[config.mk]
export PLATFORM = sky130hd
export DESIGN_NAME = arbitro_escritura_registros
export DESIGN_NICKNAME = d
export VERILOG_FILES = /design/src/rtl/arbitro_escritura_registros_pkg.sv /design/src/rtl/arbitro_escritura_registros_marcador.sv /design/src/rtl/arbitro_escritura_registros.sv
export SDC_FILE = /design/constraint.sdc
export NUM_CORES = 1
export LEC_CHECK = 0
export BUFFER_PORTS_ARGS = -buffer_cell sky130_fd_sc_hd__buf_2
export CAP_MARGIN = 15
export CORE_ASPECT_RATIO = 1.5
export CORE_MARGIN = 2
export CORE_UTILIZATION = 44
export CTS_CLUSTER_SIZE = 10
export DETAILED_ROUTE_END_ITERATION = 10
export GPL_TIMING_DRIVEN = 0
export MAX_ROUTING_LAYER = met4
export PLACE_DENSITY = 0.75
export SLEW_MARGIN = 20
export SYNTH_ARGS = -nofsm -noshare
export SYNTH_HDL_FRONTEND = slang
export SYNTH_HIERARCHICAL = 1
export SYNTH_SLANG_ARGS = --single-unit
[constraint.sdc]
create_clock -name clk -period 2.9 [get_ports clk]
set_clock_uncertainty 0.05 [all_clocks]
set_input_delay 0.435 -clock clk [delete_from_list [all_inputs] [get_ports clk]]
set_output_delay 0.435 -clock clk [all_outputs]
set_load 0.05 [all_outputs]
[src/rtl/arbitro_escritura_registros_pkg.sv]
// Shared definitions for the register-file write-back arbiter.
//   NUM_REGS / ADDR_W / DATA_W : register file geometry (NUM_REGS = 2**ADDR_W)
//   REG_ZERO                   : hard-wired register, never written or reserved
//   gnt_e                      : grant encoding, also the round-robin pointer value
package arbitro_escritura_registros_pkg;

    localparam int NUM_REGS = 32;
    localparam int ADDR_W   = 5;
    localparam int DATA_W   = 32;

    localparam int REG_ZERO = 0;

    typedef enum logic {
        GNT_ALU = 1'b0,
        GNT_MEM = 1'b1
    } gnt_e;

    // Round-robin step: after serving one requester, prefer the other.
    function automatic gnt_e otro_solicitante(input gnt_e g);
        return (g == GNT_ALU) ? GNT_MEM : GNT_ALU;
    endfunction

endpackage

[src/rtl/arbitro_escritura_registros_marcador.sv]
// marcador_registros: busy scoreboard of destination registers with an
// outstanding write.
//   clk, rst_n          : clock, asynchronous active-low reset
//   set_en, set_addr    : reserve a register (issue stage)
//   clr_en, clr_addr    : release a register (write-back accepted)
//   q1_addr, q2_addr    : lookup addresses
//   busy1, busy2        : combinational busy bits for q1_addr / q2_addr
module marcador_registros
    import arbitro_escritura_registros_pkg::*;
#(
    parameter int NUM_REGS = arbitro_escritura_registros_pkg::NUM_REGS,
    parameter int ADDR_W   = arbitro_escritura_registros_pkg::ADDR_W
) (
    input  logic              clk,
    input  logic              rst_n,
    input  logic              set_en,
    input  logic [ADDR_W-1:0] set_addr,
    input  logic              clr_en,
    input  logic [ADDR_W-1:0] clr_addr,
    input  logic [ADDR_W-1:0] q1_addr,
    input  logic [ADDR_W-1:0] q2_addr,
    output logic              busy1,
    output logic              busy2
);

    logic [NUM_REGS-1:0] busy_q;
    logic [NUM_REGS-1:0] busy_d;

    // NOTE: busy_d gets its full value before any conditional update, so no
    // path leaves it unassigned and no latch is inferred.
    always_comb begin
        busy_d = busy_q;
        if (clr_en) begin
            busy_d[clr_addr] = 1'b0;
        end
        // Applied after the clear: a reservation made on the same edge as the
        // release belongs to a newer instruction and must survive.
        if (set_en && (set_addr != ADDR_W'(REG_ZERO))) begin
            busy_d[set_addr] = 1'b1;
        end
        busy_d[REG_ZERO] = 1'b0;
    end

    // NOTE: this is a flag vector, not a storage array: every bit must start
    // clear, so the whole vector is reset (unlike a data RAM).
    // NOTE: sequential state uses non-blocking assignments so all flops
    // update together on the edge.
    always_ff @(posedge clk or negedge rst_n) begin
        if (!rst_n) begin
            busy_q <= '0;
        end else begin
            busy_q <= busy_d;
        end
    end

    assign busy1 = busy_q[q1_addr];
    assign busy2 = busy_q[q2_addr];

endmodule

[src/rtl/arbitro_escritura_registros.sv]
// arbitro_escritura_registros: shares the register-file write port between
// the ALU write-back (req0) and the load write-back (req1).
//   clk, rst_n                  : clock, asynchronous active-low reset
//   req0_valid/addr/data/ready  : ALU write-back handshake
//   req1_valid/addr/data/ready  : load write-back handshake
//   res_valid, res_addr         : issue-stage destination reservation
//   q1_addr, q2_addr, hz1, hz2  : issue-stage hazard lookups (busy bits)
//   AW, DW, EnW                 : registered register-file write port
module arbitro_escritura_registros
    import arbitro_escritura_registros_pkg::*;
#(
    parameter int NUM_REGS = arbitro_escritura_registros_pkg::NUM_REGS,
    parameter int ADDR_W   = arbitro_escritura_registros_pkg::ADDR_W,
    parameter int DATA_W   = arbitro_escritura_registros_pkg::DATA_W
) (
    input  logic              clk,
    input  logic              rst_n,
    input  logic              req0_valid,
    input  logic [ADDR_W-1:0] req0_addr,
    input  logic [DATA_W-1:0] req0_data,
    output logic              req0_ready,
    input  logic              req1_valid,
    input  logic [ADDR_W-1:0] req1_addr,
    input  logic [DATA_W-1:0] req1_data,
    output logic              req1_ready,
    input  logic              res_valid,
    input  logic [ADDR_W-1:0] res_addr,
    input  logic [ADDR_W-1:0] q1_addr,
    input  logic [ADDR_W-1:0] q2_addr,
    output logic              hz1,
    output logic              hz2,
    output logic [ADDR_W-1:0] AW,
    output logic [DATA_W-1:0] DW,
    output logic              EnW
);

    gnt_e              ptr_q;     // requester preferred on contention
    gnt_e              gnt;
    logic              xfer;
    logic [ADDR_W-1:0] sel_addr;
    logic [DATA_W-1:0] sel_data;

    // Grant logic. Readies are held low during reset so no transfer can be
    // observed by a requester while the block is being cleared.
    always_comb begin
        req0_ready = 1'b0;
        req1_ready = 1'b0;
        if (rst_n) begin
            if (req0_valid && (!req1_valid || (ptr_q == GNT_ALU))) begin
                req0_ready = 1'b1;
            end else if (req1_valid) begin
                req1_ready = 1'b1;
            end
        end
    end

    assign xfer     = req0_ready | req1_ready;
    assign gnt      = req1_ready ? GNT_MEM : GNT_ALU;
    assign sel_addr = req1_ready ? req1_addr : req0_addr;
    assign sel_data = req1_ready ? req1_data : req0_data;

    always_ff @(posedge clk or negedge rst_n) begin
        if (!rst_n) begin
            ptr_q <= GNT_ALU;
        end else if (xfer) begin
            ptr_q <= otro_solicitante(gnt);
        end
    end

    // Write port. Writes to register zero are accepted upstream but never
    // reach the register file; AW/DW keep their last value when idle.
    always_ff @(posedge clk or negedge rst_n) begin
        if (!rst_n) begin
            EnW <= 1'b0;
            AW  <= '0;
            DW  <= '0;
        end else if (xfer && (sel_addr != ADDR_W'(REG_ZERO))) begin
            EnW <= 1'b1;
            AW  <= sel_addr;
            DW  <= sel_data;
        end else begin
            EnW <= 1'b0;
        end
    end

    // The release happens on the accept edge, so busy is already clear in the
    // EnW cycle; the register file forwards the new value to same-cycle reads.
    marcador_registros #(
        .NUM_REGS (NUM_REGS),
        .ADDR_W   (ADDR_W)
    ) u_marcador (
        .clk      (clk),
        .rst_n    (rst_n),
        .set_en   (res_valid),
        .set_addr (res_addr),
        .clr_en   (xfer),
        .clr_addr (sel_addr),
        .q1_addr  (q1_addr),
        .q2_addr  (q2_addr),
        .busy1    (hz1),
        .busy2    (hz2)
    );

endmodule

# --- Word level (Yosys, flattened, before mapping) ---
# Cells that the tools add are included.
op_classes:
  reduce_logical: 9
  muxes: 20
  order_cmp: 6
  n_bitwise: 5
op_table:
  columns: ["op", "n"]
  rows:
  - ["two-way mux 32 bit", 3]
  - ["AND 32 bit", 1]
  - ["NOT 32 bit", 1]
  - ["OR 32 bit", 1]
  - ["< comparator 5 x 6 -> 1 bit (second input constant)", 4]
  - ["two-way mux 1 bit", 12]
  - ["binary-select mux 1 bit (select 5 bit)", 2]
  - ["demux 1 bit (select 5 bit)", 2]
  - ["greater-or-equal comparator 5 x 1 -> 1 bit (second input constant)", 2]
  - ["nonzero test 5 bit", 2]
  - ["logical AND 1 bit", 5]
  - ["two-way mux 5 bit", 1]
  - ["zero test 1 bit", 1]
  - ["logical OR 1 bit", 1]
  - ["NOT 1 bit", 1]
  - ["OR 1 bit", 1]
word_totals:
  output_inout_bits: 42
  inputBits: 94
  word_cells: 45
  ff_bits: 70

# --- Depth between registers and ports, before layout ---
# Gate-level depths: netlist of run 1.
depth:
  word_depth: 15
  depth_mapped: 9

# --- Modules after synthesis ---
# The synthesis of run 1 kept the hierarchy.
by_module_without_submodules:
  columns: ["mod", "area_each_um2", "cells_per_inst", "instances"]
  rows:
  - ["arbitro_escritura_registros", 2023.2, 193, 1]
  - ["marcador_registros", 1843.0, 192, 1]

# --- Worst setup path after synthesis of run 1 ---
# No wires, ideal clock.
synth_path:
  kind: "in2out"
  from: "input port q1_addr[0]"
  to: "output port hz1"
  arrival_ns: 1.824
  required_ns: 2.415
  slack_ns: 0.591
  cell_stages: 5
  path_cell_list: "buf_2 -> mux4_2 -> nand2b_1 -> o211ai_1 -> nand4_1"
synth_between:
  elab_chain_len: 2
synth_lines:
  columns: ["element", "line", "rtl"]
  rows:
  - ["from (decl)", "arbitro_escritura_registros.sv:28", "input logic [ADDR_W-1:0] q1_addr,"]
  - ["binary-select mux 1 bit (select 5 bit)", "arbitro_escritura_registros_marcador.sv:56", "assign busy1 = busy_q[q1_addr];"]
  - ["two-way mux 1 bit (not written as such)", "arbitro_escritura_registros_marcador.sv:56", null]
  - ["to (decl)", "arbitro_escritura_registros.sv:30", "output logic hz1,"]
# No other way between the ends. The select of a mux whose other input is x is not followed.

# --- Worst setup path after layout of run 1 ---
layout_path:
  from: "register ptr_q"
  to: "register u_marcador.busy_q[4]"
layout_between:
  elab_chain_len: 15
  elab_cells_between_ends: 19
  classes_between: "order compare: 2; mux: 9; bitwise: 5; reduce/logical: 3"
layout_lines:
  columns: ["element", "line", "rtl"]
  rows:
  - ["from (decl)", "arbitro_escritura_registros.sv:37", "gnt_e ptr_q;"]
  - ["from (signal assigned)", "arbitro_escritura_registros.sv:66", "ptr_q <= otro_solicitante(gnt);"]
  - ["NOT 1 bit (*)", "arbitro_escritura_registros.sv:49", "if (req0_valid && (!req1_valid || (ptr_q == GNT_ALU))) begin"]
  - ["logical OR 1 bit (*)", "arbitro_escritura_registros.sv:49", null]
  - ["logical AND 1 bit (*)", "arbitro_escritura_registros.sv:49", null]
  - ["two-way mux 1 bit (*)", "arbitro_escritura_registros.sv:49", null]
  - ["two-way mux 1 bit (*)", "arbitro_escritura_registros.sv:48", "if (rst_n) begin"]
  - ["two-way mux 5 bit (*)", "arbitro_escritura_registros.sv:59", "assign sel_addr = req1_ready ? req1_addr : req0_addr;"]
  - ["named net sel_addr[3]", "arbitro_escritura_registros.sv:40", "logic [ADDR_W-1:0] sel_addr;"]
  - ["< comparator 5 x 6 -> 1 bit (not written as such) or greater-or-equal comparator 5 x 1 -> 1 bit (tied branches)", "arbitro_escritura_registros_marcador.sv:34", "busy_d[clr_addr] = 1'b0;"]
  - ["logical AND 1 bit (not written as such)", "arbitro_escritura_registros_marcador.sv:34", null]
  - ["two-way mux 1 bit (not written as such)", "arbitro_escritura_registros_marcador.sv:34", null]
  - ["demux 1 bit (select 5 bit) (*)", null, null]
  - ["NOT 32 bit (no source line) (*)", null, null]
  - ["AND 32 bit (no source line) (*)", null, null]
  - ["two-way mux 32 bit (*)", "arbitro_escritura_registros_marcador.sv:33", "if (clr_en) begin"]
  - ["OR 32 bit (no source line)", null, null]
  - ["two-way mux 32 bit (*)", "arbitro_escritura_registros_marcador.sv:38", "if (set_en && (set_addr != ADDR_W'(REG_ZERO))) begin"]
  - ["named net u_marcador.busy_d[4]", "arbitro_escritura_registros_marcador.sv:27", "logic [NUM_REGS-1:0] busy_d;"]
  - ["to (signal assigned)", "arbitro_escritura_registros_marcador.sv:52", "busy_q <= busy_d;"]
  - ["to (decl)", "arbitro_escritura_registros_marcador.sv:26", "logic [NUM_REGS-1:0] busy_q;"]
# The timed path passes the listed nets; every way through them passes the cells marked *.
# A chain may end at the register's enable or synchronous reset.

==> impl_table.tex, run 1 <==
\begin{tabular}{lr}
\hline
Metric & Value \\
\hline
\multicolumn{2}{l}{\textbf{CTS}} \\
TritonCTS Buffers & 9 \\
Number of buffers on the longest clock path & 2 \\
\# Post-CTS Setup Buffers & 0 \\
Number of H-tree branching levels & 3 \\
Clock root cell & clkbuf\_16 \\
Clk\_lat worst skew & 0.32 ns \\
Clock input transition at the sequential cells of the worst setup and hold paths & 0.05 ns \\
CTS tree & built \\
TritonCTS sink count & 70 \\
\multicolumn{2}{l}{\textbf{Global routing}} \\
Via count of the first global-routing pass & 3,584 \\
Global Route Usage Sum & 23.2\% \\
GRT overflow & 0 \\
Initial antenna violation count & 0 \\
First-pass GRT wire length & 16,800 µm \\
Largest net degree at the start of global routing & 43 \\
\multicolumn{2}{l}{\textbf{Yosys}} \\
Yosys warning count & 6 \\
Most area-hungry cell type in the Yosys netlist & dfrtp\_1 \\
Number of flip-flops and latches in the synthesized netlist & 70 \\
Sequential fraction of the synthesis area & 45.3\% \\
Synth Cell Area & 3870 µm² \\
FFs w/ async S/R, synth & 100\% \\
Dominant register cell in the synthesized netlist & dfrtp\_1 \\
Ranking of synthesized cells by instance count & 70 x dfrtp\_1, 67 x o21ai\_0, 53 x mux2i\_1, 34 x nor2\_1, 28 x a21oi\_1 \\
Most instantiated library cell after synthesis & dfrtp\_1 \\
Synth Net Count & 479 \\
Post-synthesis cell type count & 39 \\
Leading post-synthesis cells by cell area & dfrtp\_1 45\%, mux2i\_1 14\%, o21ai\_0 8.7\% \\
Synthesized area per cell & 10.0 µm² \\
Post-synthesis instance total & 385 \\
Fraction of post-synthesis cell area in the top cell type by area & 45.3\% \\
Number of synthesized flops with an enable pin & 0 \\
\multicolumn{2}{l}{\textbf{Floorplanning}} \\
Placeable core region & 8460 µm² \\
Number of cell rows & 41 \\
Width of the chip & 80.5 µm \\
Starting density of the core & 45.7\% \\
Area of the die & 9570 µm² \\
Die span in y & 119 µm \\
I/O pin total & 136 \\
\multicolumn{2}{l}{\textbf{Status}} \\
Outcome & finished clean \\
\multicolumn{2}{l}{\textbf{Layout}} \\
Syn-to-layout area delta & 29.4\% \\
Post-Route Utilization & 59.1\% \\
Layout cell share with drive strength beyond 1 & 36.9\% \\
ANT cells & 0 \\
Post-layout net count & 624 \\
\multicolumn{2}{l}{\textbf{Setup path}} \\
Endpoint class of the critical path & flop \\
CP Max Fanout & 10 \\
Arrival time reported for the critical path endpoint & 2.69 ns \\
Worst Setup SP & ptr\_q\$\_DFFE\_PN0P\_ \\
Category of the worst setup path launch point & flop \\
Endpoint required time on the critical path & 3.04 ns \\
Origin of the critical flop-to-flop path & ptr\_q\$\_DFFE\_PN0P\_ \\
Type of the worst setup path & reg2reg \\
\multicolumn{2}{l}{\textbf{Timing}} \\
Max transition margin & 53.1\% \\
RSZ-0062 raised after global routing & no \\
Post-layout minimum cycle time & 2.55 ns \\
Setup TNS & 0 ns \\
Fmax & 0.392 GHz \\
Number of endpoints with negative hold slack in the final report & 0 \\
Slew at the pin closest to its max-slew limit & 0.701 ns \\
Final setup violation count & 0 \\
Max-slew violation count & 0 \\
Final cycle utilization of the critical path & 87.9\% \\
\multicolumn{2}{l}{\textbf{Pwr}} \\
Reported net switching power & 0.00126 W \\
Combinational share of power & 31.4\% \\
Seq pwr share & 38.1\% \\
Switching share of power & 36.0\% \\
Maximum ir drop on the vdd rail & 403 µV \\
Power per cell area & 700 nW/µm² \\
Static leakage power & 2.22 nW \\
Internal power & 0.00224 W \\
Clock network fraction of total power & 30.5\% \\
\multicolumn{2}{l}{\textbf{Min path}} \\
HP Class & in2async \\
\multicolumn{2}{l}{\textbf{Routing}} \\
Count of vias placed by the detailed router & 3,581 \\
Routed wire per std cell & 16.6 µm \\
Number of nets with antenna violations after detailed routing & 0 \\
First DRT Iteration DRCs & 259 \\
Detailed Routing Iterations Pass 1 & 5 \\
Total wire length & 10,600 µm \\
Via density & 5.59 \\
DRC Markers & 0 \\
\multicolumn{2}{l}{\textbf{Placement}} \\
Routability congestion estimate & 0.861 \\
\# port buffers & 131 \\
Detailed-placement wirelength estimate & 7960 µm \\
\multicolumn{2}{l}{\textbf{Run}} \\
Count of maximum capacitance violations & 0 \\
\hline
\end{tabular}
-- stage by stage --
| step | hold WS, ns | std cells | total power, W | area, µm² | worst slack [ns] |
|---|---|---|---|---|---|
| final | 0.0145 | 641 | 0.00350 | 5000 | 0.352 |
| after global routing | 0.0201 | 641 | 0.00367 | 5000 | 0.152 |
| after CTS | 0.0563 | 639 | 0.00351 | 4970 | 0.0925 |
| after detailed placement | 0.392 | 624 | 0.00244 | 4680 | -0.215 |
| after global placement | 0.439 | 623 | 0.00240 | 4660 | -1.09 |
| after floorplan | 0.0894 | 385 | 0.00209 | 3870 | 0.591 |
-- flip-flops by register name, summed over array words and instances, names as in the netlist --
name,cells
DW,32
u_marcador/busy_q,31
AW,5
EnW,1
ptr_q,1
-- worst max-delay path, stage by stage, from the launching register on --
cell	delay [ns]
dfrtp_1	0.39
and2b_1	0.25
nor2_4	0.14
buf_4	0.23
mux2i_1	0.29
inv_1	0.21
or3b_2	0.54
o21ai_0	0.17
o21ai_0	0.12
-- cell usage in the layout, fill, tap and decap left out, types with 3 or more instances in the layout --
cell type / netlist / final
nor2b_1: 4 / 4
nor2_1: 34 / 34
nand2b_1: 5 / 5
or3_1: 3 / 3
buf_6: 5 / 6
mux2i_1: 53 / 53
a21oi_1: 28 / 28
nor2_2: 6 / 6
a21oi_2: 12 / 12
inv_1: 6 / 6
dfrtp_1: 70 / 70
clkbuf_16: 0 / 9
mux4_2: 6 / 6
o21ai_0: 67 / 67
nand3b_1: 10 / 10
buf_2: 4 / 134
nand2_1: 15 / 15
a22oi_1: 4 / 4
or3b_2: 5 / 5
clkbuf_1: 4 / 4
nand3_1: 14 / 14
clkinv_2: 0 / 4
-- path summary, 6_finish.rpt --
check | end | slack [ns] | cells past startpoint
max in group asynchronous | u_marcador/busy_q[28]$_DFF_PN0_ | 1.66 | 2
min reg2reg | AW[4]$_DFFE_PN0P_ | 0.45 | 1
max reg2reg | u_marcador/busy_q[4]$_DFF_PN0_ | 0.35 | 8
min in group clk | DW[31]$_DFFE_PN0P_ | 0.36 | 3
min | u_marcador/busy_q[29]$_DFF_PN0_ | 0.01 | 2
max | u_marcador/busy_q[4]$_DFF_PN0_ | 0.35 | 8
-- logic make-up (layout without fill, tap and decap cells) --
logic type	count (synthesis)	count (layout)	share of synthesized area (%)
AOI/OAI and AO/OA	125	125	18.8
and+or+nand+nor	106	106	14.3
DFF	70	70	45.3
muxes	61	61	17.8
buffers and inverters	23	172	3.72
-- area by class of cell --
type | count | area [µm²]
plain buffers | 17 | 121
clock buffers | 10 | 239
clock inverters | 5 | 50.0
fillers | 726 | 3460
inverters | 6 | 22.5
multi-input cells | 292 | 1970
flip-flops and latches | 70 | 1750
well taps | 107 | 134
repair buffers | 134 | 712
-- routing by layer --
metal	vias to the layer above	GRT usage [%]	wire length, µm	part of all wire (%)
met5	-	-	0	0
met2	180	39.0	5430	51
met1	1692	27.9	4190	40
met4	0	8.26	253	2.4
li1	1689	-	-	-
met3	20	3.51	734	6.9
-- power groups by stage --
stage	Combinational [W]	Clock, W	Sequential [W]
finish	0.00110	0.00107	0.00133
global route	0.00118	0.00113	0.00136
CTS	0.00109	0.00108	0.00133
detailed placement	0.00109	0	0.00135
global placement	0.00107	0	0.00133
floorplan	0.000476	0	0.00162
-- repair_timing --
action,4_1_cts,5_1_grt
setup endpoints to repair,0,8
hold buffers,0,2
endpoints found under the hold margin,0,24
resized for setup,0,1
Note: power is estimated with default switching activity, not from simulation.
==> inputs of run 2 (changes only) <==
--- a/config.mk
+++ b/config.mk
@@ -5,6 +5,7 @@
 export SDC_FILE = /design/constraint.sdc
 export NUM_CORES = 1
 export LEC_CHECK = 0
+export ABC_AREA = 1
 export BUFFER_PORTS_ARGS = -buffer_cell sky130_fd_sc_hd__buf_2
 export CAP_MARGIN = 15
 export CORE_ASPECT_RATIO = 1.5
@@ -14,7 +15,7 @@
 export DETAILED_ROUTE_END_ITERATION = 10
 export GPL_TIMING_DRIVEN = 0
 export MAX_ROUTING_LAYER = met4
-export PLACE_DENSITY = 0.75
+export PLACE_DENSITY = 0.74
 export SLEW_MARGIN = 20
 export SYNTH_ARGS = -nofsm -noshare
 export SYNTH_HDL_FRONTEND = slang
==> run 2 against run 1 <==
Compared with the run above:
- clock power fell by 11%
- synthesized cell count rose by 55%
- sequential power barely moved
- non-clock buffer count rose by 9
- global-route usage rose by 1.6 points
- register-to-register slack improved by 0.36 ns
- maximum frequency rose by 8.1%
- critical endpoint is now req1_ready
- largest cell class unchanged
==> impl_table.tex, run 2 <==
\begin{tabular}{lr}
\hline
Metric & Value \\
\hline
\multicolumn{2}{l}{\textbf{Global routing}} \\
Via count of the first global-routing pass & 4,233 (+18\%) \\
First-pass GRT wire length & 19,600 µm (+16\%) \\
Largest net degree at the start of global routing & 42 (-2.3\%) \\
Global Route Usage Sum & 24.8\% (+1.6 points) \\
GRT overflow & 0 (unchanged) \\
Initial antenna violation count & 0 (unchanged) \\
\multicolumn{2}{l}{\textbf{Setup path}} \\
Worst Setup SP & rst\_n \\
Category of the worst setup path launch point & primary input \\
Worst reg2reg setup slack & 0.71 ns (+0.36 ns) \\
Buffers and inverters on the worst path & 7 (+5) \\
Critical Path Stages & 9 (+1) \\
Largest delay share family, worst path & buffers and inverters \\
Worst R2R Path Depth & 7 (-1) \\
Critical-path top delay cell & buf\_2 \\
Endpoint class of the critical path & output port \\
Critical R2R Capture & u\_marcador/busy\_q[18]\$\_DFF\_PN0\_ \\
Delay of the slowest cell on the worst path & 0.30 ns (-0.24 ns) \\
Endpoint required time on the critical path & 2.41 ns (-0.63 ns) \\
CP Capture Point & req1\_ready \\
Library cell appearing most often on the critical path & buf\_2 \\
Type of the worst setup path & in2out \\
Arrival time reported for the critical path endpoint & 1.87 ns (-0.82 ns) \\
Origin of the critical flop-to-flop path & ptr\_q\$\_DFFE\_PN0P\_ \\
Series of cell instances along the critical path & buf\_4 -> buf\_12 -> nand2\_2 -> inv\_4 -> nand2\_4 -> buf\_6 -> clkinv\_1 -> buf\_2 -> buf\_2 \\
CP Max Fanout & 41 (+31) \\
\multicolumn{2}{l}{\textbf{CTS}} \\
Clk\_lat worst skew & 0.33 ns (about the same) \\
Number of buffers on the longest clock path & 2 (unchanged) \\
Number of H-tree branching levels & 3 (unchanged) \\
Clock input transition at the sequential cells of the worst setup and hold paths & 0.05 ns (about the same) \\
TritonCTS Buffers & 9 (unchanged) \\
CTS tree & built \\
Clock root cell & clkbuf\_16 \\
TritonCTS sink count & 70 (unchanged) \\
\multicolumn{2}{l}{\textbf{Layout}} \\
Syn-to-layout area delta & 26.6\% \\
\# fillers & 887 (+22\%) \\
Post-layout net count & 834 (+34\%) \\
Register bank with the most flops & DW \\
Most common library cell in the layout ignoring fill and taps & nand2\_1 \\
Flip-flop count of the largest register, all copies and words added & 32 (unchanged) \\
ANT cells & 0 (unchanged) \\
Finished layout cell area & 5210 µm² (+4.3\%) \\
Largest registers ranked by flip-flop count & DW x32, u\_marcador/busy\_q x31, AW x5 \\
Count of non-filler cells in the finished layout & 856 (+34\%) \\
Layout cell share with drive strength beyond 1 & 25.1\% (-12 points) \\
Most frequent cells in the layout & 266 x nand2\_1, 135 x buf\_2, 114 x nand3\_1 \\
\multicolumn{2}{l}{\textbf{Yosys}} \\
Dominant register cell in the synthesized netlist & dfrtp\_1 \\
Synthesized area per cell & 6.92 µm² (-31\%) \\
Number of flip-flops and latches in the synthesized netlist & 70 (unchanged) \\
Yosys warning count & 6 (unchanged) \\
Synth Net Count & 689 (+44\%) \\
Post-synthesis instance total & 595 (+55\%) \\
FFs w/ async S/R, synth & 100\% (unchanged) \\
Synth Cell Area & 4120 µm² (+6.5\%) \\
Most area-hungry cell type in the Yosys netlist & dfrtp\_1 \\
Fraction of post-synthesis cell area in the top cell type by area & 42.5\% (-2.8 points) \\
Number of synthesized flops with an enable pin & 0 (unchanged) \\
Leading post-synthesis cells by cell area & dfrtp\_1 43\%, nand2\_1 24\%, nand3\_1 14\% \\
Ranking of synthesized cells by instance count & 266 x nand2\_1, 114 x nand3\_1, 70 x dfrtp\_1, 53 x o21ai\_1, 32 x inv\_1 \\
Most instantiated library cell after synthesis & nand2\_1 \\
Post-synthesis cell type count & 22 (-44\%) \\
Sequential fraction of the synthesis area & 42.5\% (-2.8 points) \\
\multicolumn{2}{l}{\textbf{Timing}} \\
Setup TNS & 0 ns (unchanged) \\
PnR worst setup slack & 0.542 ns (+0.190 ns) \\
Final-layout worst hold slack & 0.00740 ns (-0.00714 ns) \\
Final cycle utilization of the critical path & 81.3\% (-6.6 points) \\
Number of endpoints with negative hold slack in the final report & 0 (unchanged) \\
Post-layout minimum cycle time & 2.36 ns (-0.190 ns) \\
Max transition margin & 37.0\% (-16 points) \\
Final setup violation count & 0 (unchanged) \\
Fmax & 0.424 GHz (+8.1\%) \\
Slew at the pin closest to its max-slew limit & 0.942 ns (+0.242 ns) \\
Max-slew violation count & 0 (unchanged) \\
RSZ-0062 raised after global routing & no \\
\multicolumn{2}{l}{\textbf{Pwr}} \\
Maximum ir drop on the vdd rail & 382 µV (-5.2\%) \\
Clock network fraction of total power & 27.6\% (-2.9 points) \\
Reported net switching power & 0.00134 W (+6.4\%) \\
Switching share of power & 38.8\% (+2.9 points) \\
Internal power & 0.00211 W (-5.9\%) \\
Seq pwr share & 39.3\% (+1.2 points) \\
Combinational share of power & 33.1\% (+1.7 points) \\
Power per cell area & 661 nW/µm² (-5.5\%) \\
Static leakage power & 2.93 nW (+32\%) \\
\multicolumn{2}{l}{\textbf{Floorplanning}} \\
Number of cell rows & 43 (+4.9\%) \\
Area of the die & 10,200 µm² (+6.3\%) \\
Width of the chip & 83 µm (+3.1\%) \\
Starting density of the core & 44.8\% (-0.91 points) \\
Placeable core region & 9200 µm² (+8.7\%) \\
Die span in y & 122 µm (+3.1\%) \\
I/O pin total & 136 (unchanged) \\
\multicolumn{2}{l}{\textbf{Run}} \\
Count of maximum capacitance violations & 0 (unchanged) \\
\multicolumn{2}{l}{\textbf{Placement}} \\
\# port buffers & 131 (unchanged) \\
Detailed-placement wirelength estimate & 9530 µm (+20\%) \\
Routability congestion estimate & 0.957 (+11\%) \\
Worst slack at placement & -0.00463 ns (+0.210 ns) \\
Placed Area & 4940 µm² (+5.5\%) \\
Total instance count after detailed placement & 839 (+34\%) \\
\multicolumn{2}{l}{\textbf{Min path}} \\
HP Class & in2async \\
\multicolumn{2}{l}{\textbf{Routing}} \\
First DRT Iteration DRCs & 396 (+53\%) \\
Via density & 5.19 (-7.0\%) \\
Total wire length & 12,100 µm (+14\%) \\
Number of nets with antenna violations after detailed routing & 0 (unchanged) \\
Count of vias placed by the detailed router & 4,445 (+24\%) \\
DRC Markers & 0 (unchanged) \\
Detailed Routing Iterations Pass 1 & 8 (+3) \\
Routed wire per std cell & 14.1 µm (-15\%) \\
\multicolumn{2}{l}{\textbf{Status}} \\
Outcome & finished clean \\
\hline
\end{tabular}
run 2: cell count changes after synthesis, sizes merged, moves of 36 or more:
cell,before,now
nand2,15,275
nor2,41,1
a21oi,40,0
mux2i,53,0
nand3,14,114
inv,6,42
run 2: worst min path at each step:
stage               slack, ns                from                              end  cells past startpoint
finish                  0.007               rst_n  u_marcador/busy_q[18]$_DFF_PN0_                      2
detailed placement       0.35               rst_n                    EnW$_DFF_PN0_                      1
global route             0.03               rst_n  u_marcador/busy_q[18]$_DFF_PN0_                      2
floorplan                0.09               rst_n                AW[0]$_DFFE_PN0P_                      0
CTS                      0.01               rst_n  u_marcador/busy_q[18]$_DFF_PN0_                      2
global placement         0.40  DW[21]$_DFFE_PN0P_               DW[21]$_DFFE_PN0P_                      2
run 2: cells by family (layout without fill, tap and decap cells):
| family | count (synthesis) | in the layout | synth area share, % |
|---|---|---|---|
| and+or+nand+nor | 392 | 392 | 40.2 |
| DFF | 70 | 70 | 42.5 |
| buffers and inverters | 69 | 218 | 9.30 |
| AOI/OAI and AO/OA | 64 | 64 | 8.02 |
run 2: power groups by stage:
stage,registers (W),clock network (W),logic (W)
finish,0.00136,0.000952,0.00114
CTS,0.00135,0.000972,0.00114
detailed placement,0.00136,0,0.00114
global placement,0.00135,0,0.00111
global route,0.00138,0.00101,0.00125
floorplan,0.00163,0,0.000508
run 2: per-stage QoR:
| stage | utilization, % | total power (W) |
|---|---|---|
| 6_report | 56.7 | 0.00345 |
| 5_1_grt | 56.7 | 0.00365 |
| 4_1_cts | 56.7 | 0.00346 |
| 3_5_place_dp | 53.7 | 0.00250 |
| 3_3_place_gp | 53.4 | 0.00246 |
| 2_1_floorplan | - | 0.00214 |
run 2: cell type report:
type / instances / area (µm²) / share of cell area, %
well taps: 112 / 140 / 2.69
plain buffers: 26 / 209 / 4.01
inverters: 43 / 174 / 3.34
multi-input cells: 456 / 1980 / 38.1
flip-flops and latches: 70 / 1750 / 33.6
clock inverters: 5 / 27.5 / 0.528
clock buffers: 10 / 229 / 4.39
repair buffers: 134 / 698 / 13.4
run 2: timing repair:
action,CTS,global route
hold buffers,2,0
resized for setup,0,0
endpoints found under the hold margin,20,0
buffers inserted,0,0
run 2: metal layers:
metal	track usage, %	vias up	share of wire [%]
li1	-	2203	-
met1	26.7	2004	39
met2	44.5	208	52
met3	4.37	30	6.2
met4	11.3	0	2.6
met5	-	-	0
==> inputs of run 3 (changes only) <==
==> constraint.sdc (replaced) <==
create_clock -name clk -period 2.3 [get_ports clk]
set_clock_uncertainty 0.05 [all_clocks]
set_input_delay 0.345 -clock clk [delete_from_list [all_inputs] [get_ports clk]]
set_output_delay 0.345 -clock clk [all_outputs]
set_load 0.05 [all_outputs]
==> run 3 against run 2 <==
Compared with the run above:
- cell area is 1.8% higher
- sequential share of layout area is 0.59 points lower
- first-iteration DRC count up 1.3%
- via count is 0.38% higher
- non-clock buffer count increased by 3
- routed wire length up 1.1%
- combinational power increased by 28%
- critical path type is now reg2out
- largest cell class unchanged
==> impl_table.tex, run 3 (same netlist as run 2, synthesis figures left out) <==
\begin{tabular}{lr}
\hline
Metric & Value \\
\hline
\multicolumn{2}{l}{\textbf{Setup path}} \\
Critical-path top delay cell & dfrtp\_1 \\
Arrival time reported for the critical path endpoint & 1.78 ns (-0.09 ns) \\
Series of cell instances along the critical path & nand2\_2 -> nand2\_4 -> nand2\_4 -> buf\_6 -> clkinv\_1 -> buf\_2 -> buf\_4 \\
Category of the worst setup path launch point & flop \\
Delay of the slowest cell on the worst path & 0.38 ns (+0.08 ns) \\
Origin of the critical flop-to-flop path & ptr\_q\$\_DFFE\_PN0P\_ \\
Buffers and inverters on the worst path & 4 (-3) \\
Worst reg2reg setup slack & 0.25 ns (-0.46 ns) \\
Critical R2R Capture & u\_marcador/busy\_q[18]\$\_DFF\_PN0\_ \\
Endpoint required time on the critical path & 1.90 ns (-0.51 ns) \\
Library cell appearing most often on the critical path & nand2\_4 \\
Worst R2R Path Depth & 11 (+4) \\
Type of the worst setup path & reg2out \\
Largest delay share family, worst path & buffers and inverters \\
CP Max Fanout & 10 (-76\%) \\
Endpoint class of the critical path & output port \\
\multicolumn{2}{l}{\textbf{Pwr}} \\
Maximum ir drop on the vdd rail & 482 µV (+26\%) \\
Clock network fraction of total power & 27.4\% (-0.2 points) \\
Seq pwr share & 39.1\% (-0.2 points) \\
Switching share of power & 38.7\% (-0.14 points) \\
Internal power & 0.00267 W (+27\%) \\
Static leakage power & 2.98 nW (+1.6\%) \\
Combinational share of power & 33.4\% (+0.3 points) \\
Power per cell area & 822 nW/µm² (+24\%) \\
Reported net switching power & 0.00169 W (+26\%) \\
\multicolumn{2}{l}{\textbf{Layout}} \\
Flip-flop count of the largest register, all copies and words added & 32 (unchanged) \\
Most frequent cells in the layout & 265 x nand2\_1, 134 x buf\_2, 114 x nand3\_1 \\
\# fillers & 883 (-0.45\%) \\
Register bank with the most flops & DW \\
Most common library cell in the layout ignoring fill and taps & nand2\_1 \\
Largest registers ranked by flip-flop count & DW x32, u\_marcador/busy\_q x31, AW x5 \\
Post-layout net count & 837 (+0.36\%) \\
Layout cell share with drive strength beyond 1 & 25.7\% (+0.57 points) \\
Count of non-filler cells in the finished layout & 859 (+0.35\%) \\
ANT cells & 0 (unchanged) \\
Syn-to-layout area delta & 28.9\% \\
\multicolumn{2}{l}{\textbf{Run}} \\
Count of maximum capacitance violations & 0 (unchanged) \\
\multicolumn{2}{l}{\textbf{Global routing}} \\
Global Route Usage Sum & 25.1\% (+0.31 points) \\
Initial antenna violation count & 0 (unchanged) \\
GRT overflow & 0 (unchanged) \\
Via count of the first global-routing pass & 4,246 (+0.31\%) \\
Largest net degree at the start of global routing & 32 (-24\%) \\
First-pass GRT wire length & 19,800 µm (+1.1\%) \\
\multicolumn{2}{l}{\textbf{Timing}} \\
RSZ-0062 raised after global routing & no \\
Fmax & 0.460 GHz \\
Final-layout worst hold slack & 0.0308 ns (+0.0234 ns) \\
Max-slew violation count & 0 (unchanged) \\
Final setup violation count & 0 (unchanged) \\
Slew at the pin closest to its max-slew limit & 0.893 ns (-0.0492 ns) \\
Post-layout minimum cycle time & 2.18 ns \\
Final cycle utilization of the critical path & 94.6\% \\
Setup TNS & 0 ns (unchanged) \\
Max transition margin & 40.3\% (+3.3 points) \\
Number of endpoints with negative hold slack in the final report & 0 (unchanged) \\
\multicolumn{2}{l}{\textbf{Routing}} \\
Number of nets with antenna violations after detailed routing & 0 (unchanged) \\
Routed wire per std cell & 14.2 µm (+0.73\%) \\
Total wire length & 12,200 µm (+1.1\%) \\
First DRT Iteration DRCs & 401 (+1.3\%) \\
Via density & 5.19 (about the same) \\
DRC Markers & 0 (unchanged) \\
Detailed Routing Iterations Pass 1 & 5 (-3) \\
Count of vias placed by the detailed router & 4,462 (+0.38\%) \\
\multicolumn{2}{l}{\textbf{CTS}} \\
TritonCTS sink count & 70 (unchanged) \\
Clk\_lat worst skew & 0.33 ns (about the same) \\
Number of buffers on the longest clock path & 2 (unchanged) \\
Clock input transition at the sequential cells of the worst setup and hold paths & 0.05 ns (about the same) \\
Clock root cell & clkbuf\_16 \\
Number of H-tree branching levels & 3 (unchanged) \\
TritonCTS Buffers & 9 (unchanged) \\
CTS tree & built \\
\# Post-CTS Setup Buffers & 0 (unchanged) \\
\multicolumn{2}{l}{\textbf{Floorplanning}} \\
Starting density of the core & 44.8\% (unchanged) \\
Number of cell rows & 43 (unchanged) \\
I/O pin total & 136 (unchanged) \\
Placeable core region & 9200 µm² (unchanged) \\
Area of the die & 10,200 µm² (unchanged) \\
Width of the chip & 83 µm (unchanged) \\
Die span in y & 122 µm (unchanged) \\
\multicolumn{2}{l}{\textbf{Status}} \\
Outcome & finished clean \\
\multicolumn{2}{l}{\textbf{Placement}} \\
\# port buffers & 131 (unchanged) \\
Detailed-placement wirelength estimate & 9530 µm (unchanged) \\
Total instance count after detailed placement & 839 (unchanged) \\
Routability congestion estimate & 0.957 (unchanged) \\
\multicolumn{2}{l}{\textbf{Min path}} \\
HP Class & in2async \\
\hline
\end{tabular}
run 3: worst max-delay path by stage:
stage                            startpoint                         endpoint  cells past startpoint
after floorplan                  q2_addr[0]                              hz2                     11
after global placement                rst_n  u_marcador/busy_q[18]$_DFF_PN0_                      7
after detailed placement              rst_n  u_marcador/busy_q[18]$_DFF_PN0_                      8
after CTS                 ptr_q$_DFFE_PN0P_                       req1_ready                      7
after global routing      ptr_q$_DFFE_PN0P_                       req1_ready                      7
final                     ptr_q$_DFFE_PN0P_                       req1_ready                      7
run 3: timing repair:
item                                    in CTS  in global routing
gates resized for setup                      4                  3
cloned                                       1                  0
endpoints found under the hold margin       31                  0
endpoints found under the setup margin      32                  4
hold buffers                                 4                  0
run 3: power by group through the flow:
stage	clock (W)	sequential, W	combinational [W]
2_1_floorplan	0	0.00206	0.000640
3_3_place_gp	0	0.00170	0.00140
3_5_place_dp	0	0.00171	0.00144
4_1_cts	0.00123	0.00170	0.00146
5_1_grt	0.00128	0.00174	0.00160
6_report	0.00120	0.00171	0.00146
run 3: layout make-up:
class,count,area (µm²),area share [%]
buffer,26,210,3.96
clock buffer,10,229,4.31
clock inverter,5,27.5,0.519
inverter,43,174,3.28
multi-input combinational,456,1990,37.4
sequential,70,1750,33.0
tap,112,140,2.64
timing repair buffer,137,788,14.9
run 3: routing by layer:
| layer | part of all wire [%] | vias to the layer above | track usage (%) | wire length (µm) |
|---|---|---|---|---|
| met4 | 3.3 | 0 | 11.9 | 406 |
| li1 | - | 2209 | - | - |
| met1 | 38 | 2004 | 27.0 | 4700 |
| met5 | 0 | - | - | 0 |
| met2 | 52 | 210 | 44.9 | 6360 |
| met3 | 6.2 | 39 | 4.44 | 763 |
run 3: through the flow:
stage | power (W) | area, µm² | utilization, % | worst slack [ns]
2_1_floorplan | 0.00270 | 4120 | - | 0.590
3_3_place_gp | 0.00310 | 4910 | 53.4 | -1.15
3_5_place_dp | 0.00315 | 4940 | 53.7 | -0.515
4_1_cts | 0.00438 | 5300 | 57.6 | 0.0975
5_1_grt | 0.00462 | 5310 | 57.7 | 0.0537
6_report | 0.00436 | 5310 | 57.7 | 0.124
